==> src/rtl/distance_filter.sv <==
// Moving-average and hysteresis proximity filter for the ultrasonic ranger.
// Optional stall watchdog enabled by defining DIST_FILTER_STALE_EN.
module distance_filter #(
   parameter int DEPTH_LOG2 = 2,
   parameter int ENTER_CM   = 5,
   parameter int EXIT_CM    = 8,
   parameter int STALE_CLKS = 300_000_000
) (
   input  logic       clk,
   input  logic       reset,
   input  logic       sample_valid,
   input  logic [7:0] sample_cm,
   output logic [7:0] avg_cm,
   output logic       avg_valid,
   output logic       alarm,
   output logic       buf_full,
   output logic       stale,
   output logic [7:0] reject_cnt
);

   localparam int DEPTH = 1 << DEPTH_LOG2;
   localparam int SW    = 8 + DEPTH_LOG2;
   localparam int CW    = DEPTH_LOG2 + 1;

   localparam logic [DEPTH_LOG2-1:0] PTR_ONE = 1;
   localparam logic [CW-1:0]         CNT_ONE = 1;
   localparam logic [CW-1:0]         CNT_MAX = CW'(DEPTH);

   if (EXIT_CM <= ENTER_CM || STALE_CLKS < 1) begin : g_bad_cfg
      $error("distance_filter: bad thresholds or watchdog limit");
   end

   typedef enum logic [1:0] {
      IDLE,
      UPDATE,
      EMIT
   } state_t;

   state_t                state_q, state_d;
   logic [7:0]            mem_q [DEPTH];
   logic [SW-1:0]         sum_q, sum_d;
   logic [DEPTH_LOG2-1:0] wr_ptr_q;
   logic [CW-1:0]         count_q;
   logic [7:0]            avg_q;
   logic                  alarm_q, alarm_d;
   logic [7:0]            rej_q;
   logic                  full, accept, reject, expire;
   logic [SW-1:0]         add_w, old_w;
   logic [7:0]            avg_new;

   assign full    = (count_q == CNT_MAX);
   assign accept  = (state_q == IDLE) && sample_valid && (sample_cm != 8'd0);
   assign reject  = sample_valid && !accept;
   assign add_w   = SW'(sample_cm);
   assign old_w   = full ? SW'(mem_q[wr_ptr_q]) : '0;
   assign sum_d   = sum_q + add_w - old_w;
   assign avg_new = sum_q[SW-1:DEPTH_LOG2];

`ifdef DIST_FILTER_STALE_EN
   logic [31:0] wd_q;
   logic        stale_q;

   assign expire = !stale_q && !accept && (wd_q == 32'(STALE_CLKS - 1));
   assign stale  = stale_q;

   // Watchdog: restarted by accepted samples, latches stale on expiry
   always_ff @(posedge clk or posedge reset) begin
      if (reset) begin
         wd_q    <= '0;
         stale_q <= 1'b0;
      end else if (accept) begin
         wd_q    <= '0;
         stale_q <= 1'b0;
      end else if (expire) begin
         wd_q    <= '0;
         stale_q <= 1'b1;
      end else if (!stale_q) begin
         wd_q    <= wd_q + 32'd1;
      end
   end
`else
   assign expire = 1'b0;
   assign stale  = 1'b0;
`endif

   // FSM state register
   always_ff @(posedge clk or posedge reset) begin
      if (reset) state_q <= IDLE;
      else       state_q <= state_d;
   end

   // Next state, valid pulse and alarm hysteresis on the fresh average
   always_comb begin
      state_d   = state_q;
      avg_valid = 1'b0;
      alarm_d   = alarm_q;
      unique case (state_q)
         IDLE:    if (accept) state_d = UPDATE;
         UPDATE:  state_d = full ? EMIT : IDLE;
         EMIT: begin
            state_d   = IDLE;
            avg_valid = 1'b1;
         end
         default: state_d = IDLE;
      endcase
      if (expire) begin
         alarm_d = 1'b0;
      end else if (state_q == UPDATE && full) begin
         if (!alarm_q && avg_new <= 8'(ENTER_CM))
            alarm_d = 1'b1;
         else if (alarm_q && avg_new >= 8'(EXIT_CM))
            alarm_d = 1'b0;
      end
   end

   // Window storage, running sum, average and reject counter
   always_ff @(posedge clk or posedge reset) begin
      if (reset) begin
         for (int i = 0; i < DEPTH; i++) mem_q[i] <= '0;
         sum_q    <= '0;
         wr_ptr_q <= '0;
         count_q  <= '0;
         avg_q    <= '0;
         alarm_q  <= 1'b0;
         rej_q    <= '0;
      end else begin
         if (accept) begin
            mem_q[wr_ptr_q] <= sample_cm;
            sum_q           <= sum_d;
            wr_ptr_q        <= wr_ptr_q + PTR_ONE;
            if (!full) count_q <= count_q + CNT_ONE;
         end else if (expire) begin
            sum_q    <= '0;
            wr_ptr_q <= '0;
            count_q  <= '0;
         end
         if (state_q == UPDATE && full) avg_q <= avg_new;
         alarm_q <= alarm_d;
         if (reject && rej_q != 8'hFF) rej_q <= rej_q + 8'd1;
      end
   end

   assign avg_cm     = avg_q;
   assign alarm      = alarm_q;
   assign buf_full   = full;
   assign reject_cnt = rej_q;

endmodule

==> config.mk <==
export PLATFORM = sky130hd
export DESIGN_NAME = distance_filter
export DESIGN_NICKNAME = d
export VERILOG_FILES = /design/src/rtl/distance_filter.sv
export SDC_FILE = /design/constraint.sdc
export NUM_CORES = 1
export LEC_CHECK = 0
export ABC_AREA = 1
export BUFFER_PORTS_ARGS = -buffer_cell sky130_fd_sc_hd__buf_2
export CAP_MARGIN = 40
export CORE_UTILIZATION = 53
export CTS_BUF_LIST = sky130_fd_sc_hd__clkbuf_2 sky130_fd_sc_hd__clkbuf_4 sky130_fd_sc_hd__clkbuf_8
export CTS_CLUSTER_DIAMETER = 50
export DETAILED_ROUTE_END_ITERATION = 8
export PLACE_DENSITY_LB_ADDON = 0.3
export SETUP_SLACK_MARGIN = 0.02
export SYNTH_ARGS = -nofsm -noshare
export SYNTH_HDL_FRONTEND = slang
export SYNTH_SLANG_ARGS = --single-unit
==> constraint.sdc <==
create_clock -name clk -period 2.7 [get_ports clk]
set_clock_uncertainty 0.1 [all_clocks]
set_input_delay 0.27 -clock clk [delete_from_list [all_inputs] [get_ports clk]]
set_output_delay 0.27 -clock clk [all_outputs]
set_load 0.1 [all_outputs]
==> parameters.txt <==
Parameter                              Value

Critical path
  Cell-by-cell trace of the critical path    buf_6 -> a21oi_1 -> o21ai_2 -> a21oi_2 -> fa_1 -> inv_1 -> ha_4 -> nand2_2 -> nand3_2 -> buf_4 -> nand3_1 -> nand3b_1 -> o21ai_2
  Delay of the slowest critical-path stage    0.51 ns
  Critical Path End Type    register
  Data arrival time at the worst-slack endpoint    2.88 ns
  Nature of the critical path startpoint    register
  Number of cells on the worst reg-to-reg path    13
  R2R setup slack    -0.01 ns
  Worst Path Class, Setup    reg2reg
  CP max FO    5
  Standard cell with the maximum stage delay on the critical path    dfrtp_2
  Worst endpoint required time    2.87 ns
  Library cell appearing most often on the critical path    o21ai_2

GRT
  Met3 usage    5.782%
  GRT Residual Overflow    0
  Met2 Resource Use GR    39.77%
  Antenna violations before repair    0
  First-pass GRT wire length    14650 um
  Number of global-route vias before repair    3108
  Global-route usage over all layers    25.19%
  Met1 routing resource usage after global routing    33.68%
  Largest net degree at the start of global routing    38
  Gr busiest metal    met2

Placement
  Global placement routability congestion    0.8677
  IO Port Bufs    29
  Placed Instances    588
  Cell Area, Placed    0.004126 sq mm
  Total half-perimeter wirelength after legalization and detailed placement    5972 um

Synthesis
  Number of warnings issued by yosys    0
  Share of synthesized area occupied by flip-flops and latches    42.87%
  Distinct cell type count after synthesis    32
  Number of enable flip-flop cells after synthesis    0
  Share of the synthesized area in the top cell type    42.87%
  Netlist Area Pre-Place    0.003852 sq mm
  Cell type with the highest aggregate area in the netlist    dfrtp_1
  Seq cells post-synth    66
  Most common cell in the netlist    nand2_1
  Net count of the mapped netlist    502
  Most frequent cells after synthesis    nand2_1 (121), inv_1 (70), dfrtp_1 (66)
  Synth Instances    465
  Mean instance size in the synthesized netlist    8.285 sq um
  Synth async-reset ratio    100.0%
  Most used flip-flop cell after synthesis    dfrtp_1
  Cell types with the largest area share after synthesis    dfrtp_1 (43%), nand2_1 (12%), inv_1 (6.8%)

Floorplanning
  Initial core utilization    55.78%
  Overall die area    0.007613 sq mm
  Number of top-level pins    31
  Floorplan die width    87.26 um
  Core Area    0.006907 sq mm
  Row Count    30
  Die Y-Extent    87.26 um

Clock tree
  CTS Buffer Depth    2
  Clock sinks    66
  Buffer cell driving the clock tree root    clkbuf_8
  Clock transition time at the flip-flop clock pins of the worst setup and hold paths    0.08 ns
  Inserted Clock Buffers    9
  # H-tree levels    3
  Insertion delay to the later sink of the worst-skew pair    0.36 ns
  CTS tree    yes

Detailed routing
  Remaining number of nets flagged by the antenna check after routing    0
  Routed wire length per instance    15.13 um
  Wire length after detailed routing    9289 um
  Routed vias    3287
  First-pass detailed-route iteration total    5
  Routed vias/inst    5.353
  First DRT Iteration DRCs    229
  Drt drc    0

Timing
  Final Max Slew Viols    0
  Slew headroom    55.81%
  Setup slack of the critical path after layout    -0.01065 ns
  Final Hold Viols    0
  Maximum clock frequency    0.3689 GHz
  Fin crit share    100.4%
  Final critical-path required period    2.711 ns
  Actual transition at the worst max-transition pin    0.6620 ns
  Setup repair after global routing missed its margin    yes
  Setup-violating endpoint count in the final report    2

Layout
  Final cell area excluding filler cells    0.004683 sq mm
  Finished Core Util    67.81%
  Ratio of cells with drive above 1 in the final layout    28.96%
  Area Growth Syn to Fin    21.57%
  Post-Layout Cell Count    614
  Final nets    550
  Filler Cells Inserted    558
  N_diodes    0

Outcome
  Run status    finished, violations left
  Violated checks    setup timing

Worst hold path
  Type of the most critical hold path    in2reg
  Worst hold path stage count    3

Run
  Number of violations of the max-capacitance limit    0
timing repair:
action,in CTS,in global routing
hold buffers,1,0
setup endpoints to repair,7,7
pin swaps,4,20
hold endpoints to repair,29,0
gates resized for setup,11,76
setup buffers,2,5
gates cloned,0,2
stage by stage:
stage	hold slack [ns]	setup TNS [ns]	setup WS (ns)
floorplan	0.2788	0	0.02323
global placement	0.2957	-0.07965	-0.04908
detailed placement	0.3079	-0.2044	-0.08439
CTS	0.09198	0	0.005905
global route	0.09715	-0.7244	-0.1380
finish	0.1047	-0.01348	-0.01065
registers in the layout, indices dropped and copies added, names as in the netlist:
name,flops
sum_q,10
count_q,3
reject_cnt,8
avg_cm,8
mem_q,32
state_q,2
wr_ptr_q,2
alarm,1
worst max-delay path: cells and delay by family (launching register included):
kind / cells / cell delay, ns
DFF: 1 / 0.51
adders and majority gates: 2 / 0.64
buffers and inverters: 3 / 0.45
and+or+nand+nor: 4 / 0.41
AOI/OAI and AO/OA: 4 / 0.52
path summary, 6_finish.rpt:
path                         startpoint            end
setup reg to reg            wr_ptr_q[0]       sum_q[4]
min in group asynchronous         reset  reject_cnt[2]
hold reg to reg                sum_q[8]       sum_q[8]
setup / recovery            wr_ptr_q[0]       sum_q[4]
hold / removal             sample_cm[2]       mem_q[2]
max in group asynchronous         reset    wr_ptr_q[0]
area by class of cell:
cell class	instances	area (sq um)	share of cell area, %
clock inverters	4	50.05	1.069
inverters	74	291.5	6.225
clock buffers	12	158.9	3.393
flip-flops and latches	66	1653	35.29
well taps	96	120.1	2.565
repair inverters	1	6.256	0.1336
multi-input cells	311	2058	43.95
repair buffers	50	345.3	7.374
cell families after synthesis:
kind of cell               share of synthesized area (%)
and+or+nand+nor                                    20.30
adders and majority gates                          10.00
other                                            0.09734
AOI/OAI and AO/OA                                  14.58
xor gates and xnor gates                           2.046
buffers and inverters                              10.10
DFF                                                42.87
layer usage:
layer / vias to the layer above / share of wire, %
li1: 1563 / -
met5: - / 0
met1: 1585 / 43
met3: 30 / 5.1
met4: 0 / 3.4
met2: 109 / 48
placed cells by master, fill, tap and decap left out, drive strengths merged, types with 6 or more instances in the layout:
cell type	instances
inv	74
xor2	6
a21oi	30
nand3	23
buf	49
clkbuf	12
nand2	125
fa	8
ha	18
o21ai	65
nor2	18
dfrtp	66
Power is not shown: default switching activity piles up to over one toggle a cycle in this logic, so the estimate is an artifact.
